<file path="config.mk">
export PLATFORM = sky130hd
export DESIGN_NAME = gray_sobel_frame_ctrl
export DESIGN_NICKNAME = d
export VERILOG_FILES = /design/src/rtl/gray_sobel_ctrl_pkg.sv /design/src/rtl/gray_sobel_flush_gen.sv /design/src/rtl/gray_sobel_frame_ctrl.sv
export VERILOG_INCLUDE_DIRS = /design/src /design/src/rtl
export SDC_FILE = /design/constraint.sdc
export NUM_CORES = 1
export LEC_CHECK = 0
export ABC_AREA = 1
export CAP_MARGIN = 15
export CORE_AREA = 4 4 57 97
export CTS_CLUSTER_DIAMETER = 120
export DETAILED_ROUTE_END_ITERATION = 16
export DIE_AREA = 0 0 61 101
export PLACE_DENSITY = 0.83
export SKIP_CTS_REPAIR_TIMING = 1
export SLEW_MARGIN = 25
export SYNTH_ARGS = -nofsm -noshare
export SYNTH_HDL_FRONTEND = slang
export SYNTH_SLANG_ARGS = --single-unit
</file>
<file path="constraint.sdc">
create_clock -name clk_i -period 3.7 [get_ports clk_i]
set_input_delay 0.74 -clock clk_i [delete_from_list [all_inputs] [get_ports clk_i]]
set_output_delay 0.74 -clock clk_i [all_outputs]
set_load 0.05 [all_outputs]
</file>
<file path="src/rtl/parameters.svh">
// ============================================================================
// File    : parameters.svh
// Brief   : Global pixel width shared by the grayscale/Sobel pipeline.
// Rev     : 1.0 - initial release
// ============================================================================
`default_nettype none
`ifndef GRAY_SOBEL_PARAMETERS_SVH
`define GRAY_SOBEL_PARAMETERS_SVH
`define MAX_PIXEL_BITS 8
`endif
`default_nettype wire

</file>
<file path="src/rtl/gray_sobel_ctrl_pkg.sv">
// ============================================================================
// Module  : gray_sobel_ctrl_pkg
// Brief   : Frame sequencer state encoding and processing-mode constants.
// Rev     : 1.0 - initial release
// ============================================================================
`default_nettype none

package gray_sobel_ctrl_pkg;

    typedef enum logic [2:0] {
        IDLE  = 3'd0,
        LOAD  = 3'd1,
        FLUSH = 3'd2,
        DRAIN = 3'd3,
        DONE  = 3'd4
    } state_t;

    localparam logic [1:0] MODE_BYPASS     = 2'b00;
    localparam logic [1:0] MODE_GRAY       = 2'b01;
    localparam logic [1:0] MODE_SOBEL      = 2'b10;
    localparam logic [1:0] MODE_GRAY_SOBEL = 2'b11;

endpackage

`default_nettype wire

</file>
<file path="src/rtl/gray_sobel_flush_gen.sv">
// ============================================================================
// Module  : gray_sobel_flush_gen
// Brief   : Paces FLUSH_PX zero-pixel strobes, one every FLUSH_GAP cycles.
// Rev     : 1.0 - initial release
// ============================================================================
`default_nettype none

module gray_sobel_flush_gen #(
    parameter int FLUSH_PX  = 9,
    parameter int FLUSH_GAP = 1
) (
    input  logic clk_i,
    input  logic nreset_i,
    input  logic start_i,
    output logic px_vld_o,
    output logic done_o
);

    localparam int FCW = $clog2(FLUSH_PX + 1);
    localparam int GCW = $clog2(FLUSH_GAP + 1);

    localparam logic [FCW-1:0] c_last_px    = FCW'(FLUSH_PX - 1);
    localparam logic [GCW-1:0] c_gap_reload = GCW'(FLUSH_GAP - 1);

    logic           r_active;
    logic [FCW-1:0] r_cnt;
    logic [GCW-1:0] r_gap;
    logic           w_emit;

    // Gap timer loads zero on start so the first pixel goes out immediately.
    assign w_emit   = r_active && (r_gap == '0);
    assign px_vld_o = w_emit;
    assign done_o   = w_emit && (r_cnt == c_last_px);

    always_ff @(posedge clk_i or negedge nreset_i) begin
        if (!nreset_i) begin
            r_active <= 1'b0;
            r_cnt    <= '0;
            r_gap    <= '0;
        end else if (start_i) begin
            r_active <= 1'b1;
            r_cnt    <= '0;
            r_gap    <= '0;
        end else if (r_active) begin
            if (w_emit) begin
                r_gap <= c_gap_reload;
                if (r_cnt == c_last_px) begin
                    r_active <= 1'b0;
                end else begin
                    r_cnt <= r_cnt + FCW'(1);
                end
            end else begin
                r_gap <= r_gap - GCW'(1);
            end
        end
    end

endmodule

`default_nettype wire

</file>
<file path="src/rtl/gray_sobel_frame_ctrl.sv">
// ============================================================================
// Module  : gray_sobel_frame_ctrl
// Brief   : Frame sequencer between SPI pixel I/O and the gray/Sobel datapath.
// Rev     : 1.0 - initial release
// ============================================================================
`include "parameters.svh"
`default_nettype none

module gray_sobel_frame_ctrl
    import gray_sobel_ctrl_pkg::*;
#(
    parameter int IMG_WIDTH  = 8,
    parameter int IMG_HEIGHT = 8,
    parameter int FLUSH_PX   = IMG_WIDTH + 1,
    parameter int FLUSH_GAP  = 1,
    parameter int TIMEOUT    = 1024
) (
    input  logic                       clk_i,
    input  logic                       nreset_i,
    input  logic [1:0]                 select_i,
    input  logic                       start_i,
    input  logic                       in_px_rdy_i,
    input  logic [`MAX_PIXEL_BITS-1:0] in_pixel_i,
    output logic [1:0]                 dp_select_o,
    output logic                       dp_start_sobel_o,
    output logic                       dp_px_rdy_o,
    output logic [`MAX_PIXEL_BITS-1:0] dp_pixel_o,
    input  logic                       dp_px_rdy_i,
    input  logic [`MAX_PIXEL_BITS-1:0] dp_pixel_i,
    output logic                       out_px_rdy_o,
    output logic [`MAX_PIXEL_BITS-1:0] out_pixel_o,
    output logic                       busy_o,
    output logic                       frame_done_o,
    output logic                       overrun_o,
    output logic                       timeout_o
);

    localparam int PB  = `MAX_PIXEL_BITS;
    localparam int N   = IMG_WIDTH * IMG_HEIGHT;
    localparam int CW  = $clog2(N + 1);
    localparam int WCW = $clog2(TIMEOUT + 1);

    localparam logic [CW-1:0]  c_n       = CW'(N);
    localparam logic [CW-1:0]  c_n_last  = CW'(N - 1);
    localparam logic [WCW-1:0] c_wd_last = WCW'(TIMEOUT - 1);

    state_t          r_state;
    state_t          w_state_nxt;
    logic [1:0]      r_mode;
    logic [CW-1:0]   r_in_cnt;
    logic [CW-1:0]   r_out_cnt;
    logic [WCW-1:0]  r_wdog;
    logic            r_overrun;
    logic            r_timeout;
    logic            r_dp_px_rdy;
    logic [PB-1:0]   r_dp_pixel;
    logic            r_out_px_rdy;
    logic [PB-1:0]   r_out_pixel;

    logic            w_active;
    logic            w_in_accept;
    logic            w_out_accept;
    logic            w_flush_start;
    logic            w_flush_px;
    logic            w_flush_done;
    logic            w_wd_expire;

    assign w_active     = (r_state == LOAD) || (r_state == FLUSH) || (r_state == DRAIN);
    assign w_in_accept  = (r_state == LOAD) && in_px_rdy_i;
    assign w_out_accept = w_active && dp_px_rdy_i && (r_out_cnt != c_n);

    gray_sobel_flush_gen #(
        .FLUSH_PX  (FLUSH_PX),
        .FLUSH_GAP (FLUSH_GAP)
    ) u_flush_gen (
        .clk_i    (clk_i),
        .nreset_i (nreset_i),
        .start_i  (w_flush_start),
        .px_vld_o (w_flush_px),
        .done_o   (w_flush_done)
    );

    always_ff @(posedge clk_i or negedge nreset_i) begin
        if (!nreset_i) begin
            r_state <= IDLE;
        end else begin
            r_state <= w_state_nxt;
        end
    end

    always_comb begin
        w_state_nxt   = r_state;
        w_flush_start = 1'b0;
        w_wd_expire   = 1'b0;
        case (r_state)
            IDLE: begin
                if (start_i) begin
                    w_state_nxt = LOAD;
                end
            end
            LOAD: begin
                if (w_in_accept && (r_in_cnt == c_n_last)) begin
                    if (r_mode[1]) begin
                        w_state_nxt   = FLUSH;
                        w_flush_start = 1'b1;
                    end else begin
                        w_state_nxt = DRAIN;
                    end
                end
            end
            FLUSH: begin
                if (w_flush_done) begin
                    w_state_nxt = DRAIN;
                end
            end
            DRAIN: begin
                // Completion is checked first so it wins over a coincident expiry.
                if (r_out_cnt == c_n) begin
                    w_state_nxt = DONE;
                end else if (!dp_px_rdy_i && (r_wdog == c_wd_last)) begin
                    w_state_nxt = DONE;
                    w_wd_expire = 1'b1;
                end
            end
            DONE: begin
                w_state_nxt = IDLE;
            end
            default: begin
                w_state_nxt = IDLE;
            end
        endcase
    end

    always_ff @(posedge clk_i or negedge nreset_i) begin
        if (!nreset_i) begin
            r_mode       <= MODE_BYPASS;
            r_in_cnt     <= '0;
            r_out_cnt    <= '0;
            r_wdog       <= '0;
            r_overrun    <= 1'b0;
            r_timeout    <= 1'b0;
            r_dp_px_rdy  <= 1'b0;
            r_dp_pixel   <= '0;
            r_out_px_rdy <= 1'b0;
            r_out_pixel  <= '0;
        end else begin
            if ((r_state == IDLE) && start_i) begin
                r_mode    <= select_i;
                r_in_cnt  <= '0;
                r_out_cnt <= '0;
                r_overrun <= 1'b0;
                r_timeout <= 1'b0;
            end else begin
                if (w_in_accept) begin
                    r_in_cnt <= r_in_cnt + CW'(1);
                end
                if (w_out_accept) begin
                    r_out_cnt <= r_out_cnt + CW'(1);
                end
                if (in_px_rdy_i && (r_state != LOAD)) begin
                    r_overrun <= 1'b1;
                end
                if (w_wd_expire) begin
                    r_timeout <= 1'b1;
                end
            end

            if ((r_state == DRAIN) && !dp_px_rdy_i) begin
                r_wdog <= r_wdog + WCW'(1);
            end else begin
                r_wdog <= '0;
            end

            r_dp_px_rdy  <= w_in_accept || w_flush_px;
            r_dp_pixel   <= w_in_accept ? in_pixel_i : '0;
            r_out_px_rdy <= w_out_accept;
            r_out_pixel  <= w_out_accept ? dp_pixel_i : '0;
        end
    end

    assign dp_select_o      = r_mode;
    assign dp_start_sobel_o = w_active && r_mode[1];
    assign dp_px_rdy_o      = r_dp_px_rdy;
    assign dp_pixel_o       = r_dp_pixel;
    assign out_px_rdy_o     = r_out_px_rdy;
    assign out_pixel_o      = r_out_pixel;
    assign busy_o           = (r_state != IDLE);
    assign frame_done_o     = (r_state == DONE);
    assign overrun_o        = r_overrun;
    assign timeout_o        = r_timeout;

endmodule

`default_nettype wire

</file>
==> summary.md <==
| Metric | Value |
|---|---|
| Drt initial violations | `100` |
| Crit Path Max Fanout | `5` |
| Number of global-route vias before repair | `2120` |
| Starting Density | `55.0%` |
| CTS buffer count | `5` |
| P_sw | `895 uW` |
| Pint | `1170 uW` |
| Top Metal Used | `met4` |
| Grt ovf | `0` |
| Io pins | `48` |
| Finished Cell Area | `0.00321 mm^2` |
| Area of the multi-input gates | `945 um^2` |
| DPL Wire Length | `3810 um` |
| Fmax | `approximately 390 MHz` |
| Drt wl/cell | `12.1 um` |
| Post-synthesis cell count | `a little over 300` |
| PortBufs | `47` |
| H-tree Lvls | `2` |
| Final net count | `approximately 400` |
| Finish-stage setup viols | `0` |
| ANT nets after route | `0` |
| Clk buf depth | `2` |
| Pwr/cell area | `about 640 mW/mm^2` |
| Clock root buffer master | `clkbuf_8` |
| Gpl congestion | `0.798` |
| Mapped cell area | `approximately 0.0026 mm^2` |
| Max cap viols | `0` |
| Status | `completed` |
| Most frequent cells in the layout | `inv_1 (57), dfrtp_1 (56), nand2_1 (54)` |
| Initial antenna violation count | `0` |
| Distinct cell type count after synthesis | `22` |
| Worst Hold Class | `input port to asynchronous set/reset pin` |
| Layout overhead on the synthesized area | `23.8%` |
| Flops & latches, synth | `56` |
| DIE WIDTH | `61 um` |
| Die area | `roughly 0.0062 mm^2` |
| Metal2 WL | `2740 um` |
| Most common cell after layout, fill and taps aside | `inv_1` |
| Final slew viol count | `0` |
| Setup Crit Path Kind | `flip-flop to output port` |
| Drt pass-1 iters | `4` |
| Max rail drop VDD | `0.679 mV` |
| CTS clk-pin slew, worst paths | `0.10 ns` |
| Synth warnings | `0` |
| Drt drc | `0` |
| Worst-margin pin slew | `0.608 ns` |
| Post-Route Utilization | `68.1%` |
| Avg Cell Area, Syn | `8.38 um^2` |
| Sequential fraction of the synthesis area | `54.1%` |
| Gr usage total | `18.8%` |
| ANT cells | `0` |
| Metal3 WL | `206 um` |
| Drt total wl | `just over 5000 um` |
| Worst endpoint required time | `2.96 ns` |
| Via density per instance | `5.16` |
| Static Leak | `0.00160 uW` |
| RSZ-0062 raised after global routing | `no` |
| CORE AREA | `0.00471 mm^2` |
| Startpoint Class | `flip-flop` |
| Syn nets | `338` |
| Global-route wire length before repair | `8970 um` |
| Reg power frac | `~40%` |
| Site Rows | `33` |
| Clock sink count | `56` |
| Final Cycle Share | `68.5%` |
| WP data arrival | `between 1.5 and 2 ns` |
| Met1 wire length | `about 2000 um` |
| Skew-Pair Late Insertion Delay | `0.31 ns` |
| Largest net degree at the start of global routing | `32` |
| Share of cells above drive strength 1 | `7.18%` |
| FF/Latch Area | `0.00140 mm^2` |
| Final setup margin | `1.17 ns` |
| TritonCTS clock tree | `done` |
| Final Hold Violating Endpoints | `0` |
| DP Area | `0.00311 mm^2` |
| Clk pwr share | `16.6%` |
| DP Worst Slack | `1.25 ns` |
| Crit. End Element | `output port` |
| FILL cells | `393` |
| Setup Skew | `0.0125 ns` |
| Die height | `101 um` |
| Sw Ratio | `43.3%` |
| Fin crit period | `2.53 ns` |
| Comb pwr share | `43.4%` |
| Headroom to the max-slew limit | `approximately 60%` |
| TNS Setup | `0 ns` |
| Routed vias | `2135` |
## path summary, 6_finish.rpt
path                                                startpoint                               end  slack (ns)  depth (start not counted)
worst min-delay path                                  nreset_i               r_wdog[0]$_DFF_PN0_        0.41                          1
worst min register to register  u_flush_gen.r_active$_DFF_PN0_     u_flush_gen.r_gap$_DFFE_PN0P_        0.43                          1
min in group clk_i              u_flush_gen.r_active$_DFF_PN0_     u_flush_gen.r_gap$_DFFE_PN0P_        0.43                          1
max in group asynchronous                             nreset_i  u_flush_gen.r_cnt[2]$_DFFE_PN0P_        2.48                          2
worst max register to register        r_out_cnt[0]$_DFFE_PN0P_          r_out_cnt[3]$_DFFE_PN0P_        1.89                         10
worst max-delay path                    r_state[0]$_DFFE_PN0P_                  dp_start_sobel_o        1.17                          3
## sequential cells by signal, summed over array words and instances, names as in the netlist, 2 cells and up
signal             cells
u_flush_gen.r_cnt      4
r_wdog                11
r_state                3
r_out_cnt              7
r_in_cnt               7
out_pixel_o            8
dp_select_o            2
dp_pixel_o             8
## stage by stage
step           hold WS, ns  power [uW]  std cells
4_1_cts              0.422        2090        414
5_1_grt              0.450        2210        414
3_3_place_gp         0.410        1720        406
3_5_place_dp         0.424        1740        406
6_report             0.410        2070        414
2_1_floorplan        0.401        1460        309
## final cells by class
class	instances	share of cell area (%)
inverters	61	7.14
flip-flops and latches	56	43.7
clock inverters	1	0.234
repair buffers	48	14.7
well taps	52	2.03
clock buffers	7	2.69
multi-input cells	189	29.5
## power by group through the flow
stage / clock network, uW / registers [uW] / logic (uW)
4_1_cts: 357 / 827 / 906
3_5_place_dp: 0 / 838 / 903
3_3_place_gp: 0 / 832 / 887
6_report: 342 / 827 / 897
2_1_floorplan: 0 / 1040 / 420
5_1_grt: 374 / 845 / 993
## Yosys cell counts
cell / instances / area, um^2
a21oi_1: 16 / 80.1
a22oi_1: 1 / 7.51
a31oi_1: 1 / 6.26
buf_2: 3 / 15.0
dfrtp_1: 56 / 1400
ha_1: 6 / 75.1
inv_1: 57 / 214
inv_2: 4 / 15.0
nand2_1: 54 / 203
nand2_2: 1 / 6.26
nand3_1: 22 / 110
nand3_2: 1 / 10.0
nand3b_1: 1 / 7.51
nand4_1: 5 / 31.3
nor2_1: 43 / 161
nor2_2: 4 / 25.0
nor2_4: 2 / 22.5
nor3_1: 5 / 25.0
nor3_2: 5 / 50.1
o211ai_1: 1 / 7.51
o21ai_0: 18 / 90.1
xor2_1: 3 / 26.3
## critical path, cell delays in order, from the launching register on
cell and delay (ns):
dfrtp_1 0.44, nor2_2 0.09, nor3_1 0.13, clkdlybuf4s50_1 0.82
## layer usage
layer / vias up / global-route usage [%]
met4: 0 / 8.01
met5: - / 0
met1: 1023 / 22.2
met2: 39 / 32.4
li1: 1065 / -
met3: 8 / 3.21
## cells by family after synthesis
group | Yosys count | share of synthesized area [%]
AO/OA/AOI/OAI | 37 | 7.39
XOR/XNOR | 3 | 1.01
adder cells (fa/ha/maj) | 6 | 2.90
flip-flops | 56 | 54.1
buffers and inverters | 64 | 9.42
AND/OR/NAND/NOR | 143 | 25.2
(Power assumes the default switching activity.)
